==> config.mk <==
export PLATFORM = sky130hd
export DESIGN_NAME = factor_out_seq
export DESIGN_NICKNAME = d
export VERILOG_FILES = /design/src/rtl/factor_out_seq.sv
export SDC_FILE = /design/constraint.sdc
export NUM_CORES = 1
export LEC_CHECK = 0
export CAP_MARGIN = 5
export CELL_PAD_IN_SITES_DETAIL_PLACEMENT = 1
export CELL_PAD_IN_SITES_GLOBAL_PLACEMENT = 1
export CORE_ASPECT_RATIO = 0.5
export CORE_MARGIN = 2
export CORE_UTILIZATION = 32
export DETAILED_ROUTE_END_ITERATION = 8
export PLACE_DENSITY_LB_ADDON = 0.25
export REMOVE_ABC_BUFFERS = 1
export SETUP_SLACK_MARGIN = 0.3
export SLEW_MARGIN = 20
export SYNTH_ARGS = -nofsm -noshare
export SYNTH_HDL_FRONTEND = slang
export SYNTH_SLANG_ARGS = --single-unit
==> constraint.sdc <==
create_clock -name clk -period 2.9 [get_ports clk]
set_input_delay 0.58 -clock clk [delete_from_list [all_inputs] [get_ports clk]]
set_output_delay 0.58 -clock clk [all_outputs]
set_load 0.03 [all_outputs]
==> src/rtl/factor_out_seq.sv <==
// factor_out_seq: 16-entry factor bank that is filled by single writes and
// then scanned out one entry per downstream accept through an external
// 16:1 mux driven by OutMuxAdd.
module factor_out_seq #(
  parameter int SIZE = 8
) (
  input  logic            clk,
  input  logic            rst_n,
  input  logic            clr,
  input  logic            wr_en,
  input  logic [SIZE-1:0] wr_data,
  input  logic            rd_start,
  input  logic            out_ready,
  output logic [SIZE-1:0] x0,
  output logic [SIZE-1:0] x1,
  output logic [SIZE-1:0] x2,
  output logic [SIZE-1:0] x3,
  output logic [SIZE-1:0] x4,
  output logic [SIZE-1:0] x5,
  output logic [SIZE-1:0] x6,
  output logic [SIZE-1:0] x7,
  output logic [SIZE-1:0] x8,
  output logic [SIZE-1:0] x9,
  output logic [SIZE-1:0] x10,
  output logic [SIZE-1:0] x11,
  output logic [SIZE-1:0] x12,
  output logic [SIZE-1:0] x13,
  output logic [SIZE-1:0] x14,
  output logic [SIZE-1:0] x15,
  output logic [3:0]      OutMuxAdd,
  output logic            out_valid,
  output logic            out_last,
  output logic [4:0]      count,
  output logic            full,
  output logic            busy,
  output logic            done,
  output logic            wr_err
);

  typedef enum logic [1:0] {
    IDLE = 2'd0,
    SCAN = 2'd1,
    DONE = 2'd2
  } state_t;

  state_t          state_q;
  logic [SIZE-1:0] bank_q [16];
  logic [4:0]      count_q;
  logic [4:0]      count_d;
  logic [3:0]      idx_q;
  logic            valid_q;
  logic            done_q;
  logic            wr_err_q;
  logic            full_w;
  logic            last_w;
  logic            wr_ok;
  logic            wr_drop;

  assign full_w = (count_q == 5'd16);
  // In SCAN the count is always non-zero, so count_q-1 never underflows there.
  assign last_w = (state_q == SCAN) && ({1'b0, idx_q} == (count_q - 5'd1));

  // Classify the write strobe and compute the post-write count that a
  // simultaneous rd_start must see.
  always_comb begin
    wr_ok   = 1'b0;
    wr_drop = 1'b0;
    count_d = count_q;
    if (!clr && wr_en) begin
      if (state_q == IDLE && !full_w) begin
        wr_ok   = 1'b1;
        count_d = count_q + 5'd1;
      end else begin
        wr_drop = 1'b1;
      end
    end
  end

  // Controller FSM, bank storage and all registered outputs.
  always_ff @(posedge clk or negedge rst_n) begin
    if (!rst_n) begin
      state_q  <= IDLE;
      count_q  <= '0;
      idx_q    <= '0;
      valid_q  <= 1'b0;
      done_q   <= 1'b0;
      wr_err_q <= 1'b0;
      for (int unsigned i = 0; i < 16; i++) begin
        bank_q[i] <= '0;
      end
    end else begin
      done_q   <= 1'b0;
      wr_err_q <= wr_drop;
      if (wr_ok) begin
        bank_q[count_q[3:0]] <= wr_data;
      end
      if (clr) begin
        state_q <= IDLE;
        count_q <= '0;
        idx_q   <= '0;
        valid_q <= 1'b0;
      end else begin
        count_q <= count_d;
        case (state_q)
          IDLE: begin
            if (rd_start) begin
              idx_q <= '0;
              if (count_d != 5'd0) begin
                state_q <= SCAN;
                valid_q <= 1'b1;
              end else begin
                state_q <= DONE;
                done_q  <= 1'b1;
              end
            end
          end
          SCAN: begin
            if (out_ready) begin
              if (last_w) begin
                state_q <= DONE;
                valid_q <= 1'b0;
                done_q  <= 1'b1;
              end else begin
                idx_q <= idx_q + 4'd1;
              end
            end
          end
          DONE: begin
            state_q <= IDLE;
          end
          default: begin
            state_q <= IDLE;
            valid_q <= 1'b0;
          end
        endcase
      end
    end
  end

  assign x0  = bank_q[0];
  assign x1  = bank_q[1];
  assign x2  = bank_q[2];
  assign x3  = bank_q[3];
  assign x4  = bank_q[4];
  assign x5  = bank_q[5];
  assign x6  = bank_q[6];
  assign x7  = bank_q[7];
  assign x8  = bank_q[8];
  assign x9  = bank_q[9];
  assign x10 = bank_q[10];
  assign x11 = bank_q[11];
  assign x12 = bank_q[12];
  assign x13 = bank_q[13];
  assign x14 = bank_q[14];
  assign x15 = bank_q[15];

  assign OutMuxAdd = idx_q;
  assign out_valid = valid_q;
  assign out_last  = last_w;
  assign count     = count_q;
  assign full      = full_w;
  assign busy      = (state_q == SCAN);
  assign done      = done_q;
  assign wr_err    = wr_err_q;

endmodule

==> results.md <==
- Commonest non-fill, non-tap cell in the layout: clkdlybuf4s50_1
- Sequential-to-total area share from yosys stat: 61.10%
- Final Hold Slack: 0.1278 ns
- Area post-placement: 7705 um2
- Synth-to-Final Area Change: 45.50%
- Vias: 3899
- Crit path launch type: flip-flop
- First-pass detailed-route iteration total: 4
- Die area: ~19000 um2
- CTS Sinks: between 100 and 150
- Reg2reg start: count[1]$_DFF_PN0_
- Port buffer count: 156
- Vias in the first global route: 4200
- Final clock skew: 0.008903 ns
- Pwr per Cell Area: 641.1 nW/um2
- Total congestion overflow: 0
- Gate Count Post-Synth: 399
- Endpoint type of the worst setup path: output port
- Io pins: 157
- Rows: 34
- Die width: 194.7 um
- Endpoints failing hold: 0
- CP Class: reg -> out
- Placed cell count: between 700 and 800
- Initial Util: approximately a third
- Critical path data arrival time: around 2.0 ns
- Outcome: completed
- Post-layout util: between 40% and 50%
- Final GP Congestion: 0.8043
- CP Cell Sequence: inv_4, ha_4, o21ba_4, a221oi_4, o211ai_1, inv_2, buf_6
- Final min period: around 2.5 ns
- Yosys top cell by area: dfrtp_1
- Root Buffer: clkbuf_16
- Type of the tightest min-delay check: in -> async
- Antenna violations before repair: 0
- Vias per cell: 4.743
- Routed wire length: between 15000 and 20000 um
- Number of synthesized flops with an enable pin: 0
- # nets final: 593
- Final Setup Violations: 0
- Commonest non-fill, non-tap cells in the layout: clkdlybuf4s50_1 (152), dfrtp_1 (140), mux2_1 (69), mux2_2 (60), buf_4 (19)
- Max Freq: 392.8 MHz
- Worst-Margin Slew: 0.8972 ns
- Post-Synthesis Cell Area: 5816 um2
- Max-Cap Viols: 0
- Overall Global Routing Usage: 17.43%
- TritonCTS clock tree: yes
- #FFs+latches synth: 142
- CTS H-tree depth: 4
- Async S/R FF share, synth: between 90% and 100%
- Crit-path slowest cell: dfrtp_2
- Dominant cells by area after synthesis: dfrtp_1 (61%), mux2_1 (13%), mux2_2 (12%)
- CP max FO: 4
- Cell count of the worst reg-to-reg path: 10
- Routed Antenna Nets: 0
- First-pass GRT wire length: 25050 um
- Netlist cell types: 47
- WL/cell: between 15 and 20 um
- Main synth FF type: dfrtp_1
- Iter 0 DRT Violations: between 100 and 150
- CTS clk-pin slew, worst paths: 0.06 ns
- Worst Path Buf+Inv: 3
- P_leak: 0.004009 uW
- DRC: 0
- CP required: around 2.3 ns
- RSZ-0062 raised after global routing: yes
- Core ar.: 17570 um2
- Post-Layout Inst Area: 8462 um2
- End of the worst register-to-register path: OutMuxAdd[3]$_DFFE_PN0P_
- Largest net degree at the start of global routing: 62
- Slew HR: 40.00%
- Mean Syn Cell Area: between 10 and 15 um2
- Setup tns final: 0 ns
- Peak VDD IR: ~0.00039 V
- Die Ht: 99.33 um
- Share of cells above drive strength 1: 22.53%
- Maximum clock path buffer count: 2
- Synthesis warning total: 0
- Crit-path leading delay family: compound AO/OA/AOI/OAI gates
- Fin crit share: 87.79%
- CP peak stage delay: around 0.40 ns
- DP Wirelength: approximately 11000 um
- CTS buffer count: 17
- Final Max Slew Viols: 0
- Clock latency on the worst-skew pair: between 0.4 and 0.5 ns
- Post-synth top area share: ~60%
- Final Non-Filler Cells: 822
- Reg2reg setup slack: around 0.56 ns
power breakdown:
part	total [uW]	switching (uW)	internal, uW
combinational	874	506	367
clock	2360	870	1490
sequential	2190	80.3	2110
total	5420	1460	3970
metrics by stage:
stage / setup slack (ns) / power [uW]
6_report: 0.3540 / 5425
5_1_grt: 0.2501 / 5635
4_1_cts: 0.1946 / 5484
3_5_place_dp: 0.09437 / 3091
3_3_place_gp: 0.1535 / 3078
2_1_floorplan: 0.3909 / 2642
timing repair:
item | in CTS | in global routing
setup buffers | 4 | 1
hold buffers | 0 | 0
pin swaps | 1 | 3
resized for setup | 4 | 14
endpoints found under the setup margin | 3 | 1
endpoints found under the hold margin | 0 | 0
metal layers:
layer | GRT usage (%) | wire [um] | vias to the layer above
li1 | - | - | 1761
met2 | 29.80 | 8064 | 63
met3 | 3.493 | 441 | 14
met5 | 0 | 0 | -
met1 | 22.73 | 7684 | 2061
met4 | 4.970 | 134 | 0
worst max-delay path by stage:
stage                                 end  cells past startpoint  slack [ns]          startpoint
global route                     out_last                      7        0.25  count[0]$_DFF_PN0_
finish                           out_last                      7        0.35  count[1]$_DFF_PN0_
detailed placement  out_valid$_DFFE_PN0P_                      6        0.09                 clr
global placement    out_valid$_DFFE_PN0P_                      6        0.15                 clr
floorplan                        out_last                      6        0.39  count[0]$_DFF_PN0_
CTS                              out_last                      7        0.19  count[1]$_DFF_PN0_
flip-flops by register name, summed over array words and instances (netlist names), 4 cells and up:
name / flops
OutMuxAdd: 4
count: 5
x0: 8
x1: 8
x10: 8
x11: 8
x12: 8
x13: 8
x14: 8
x15: 8
x2: 8
x3: 8
x4: 8
x5: 8
x6: 8
x7: 8
x8: 8
x9: 8
cells in the mapped netlist, types with 2 or more instances:
library cell	count
a21oi_1	5
clkbuf_1	17
xnor2_1	6
nand4_1	3
nand2_1	15
ha_1	6
nor2b_1	2
nand2b_1	3
inv_1	6
a21boi_1	3
o21ai_0	3
nor2_1	10
a211oi_1	2
mux2_1	69
dfrtp_1	142
nand3_1	8
xor2_1	5
and2_1	3
buf_2	2
mux2_2	60
nor3_1	3
logic make-up (layout without fill, tap and decap cells):
group | Yosys count | in the layout | synth area share (%)
adder cells (fa/ha/maj) | 6 | 6 | 1.291
buffers and inverters | 28 | 215 | 1.979
XOR/XNOR | 11 | 11 | 1.657
other | 0 | 2 | 0
flip-flops | 142 | 142 | 61.10
AND/OR/NAND/NOR | 58 | 58 | 5.809
multiplexers | 129 | 129 | 24.98
AO/OA/AOI/OAI | 25 | 25 | 3.184
layout make-up:
| type | instances | area, um2 |
|---|---|---|
| diodes | 2 | 5.005 |
| clock buffers | 19 | 452.9 |
| clock inverters | 13 | 183.9 |
| fillers | 1787 | 9107 |
| inverters | 7 | 28.78 |
| multi-input cells | 229 | 2218 |
| flip-flops and latches | 142 | 3556 |
| well taps | 234 | 292.8 |
| repair buffers | 176 | 1724 |
Note: power is estimated with default switching activity, not from simulation.
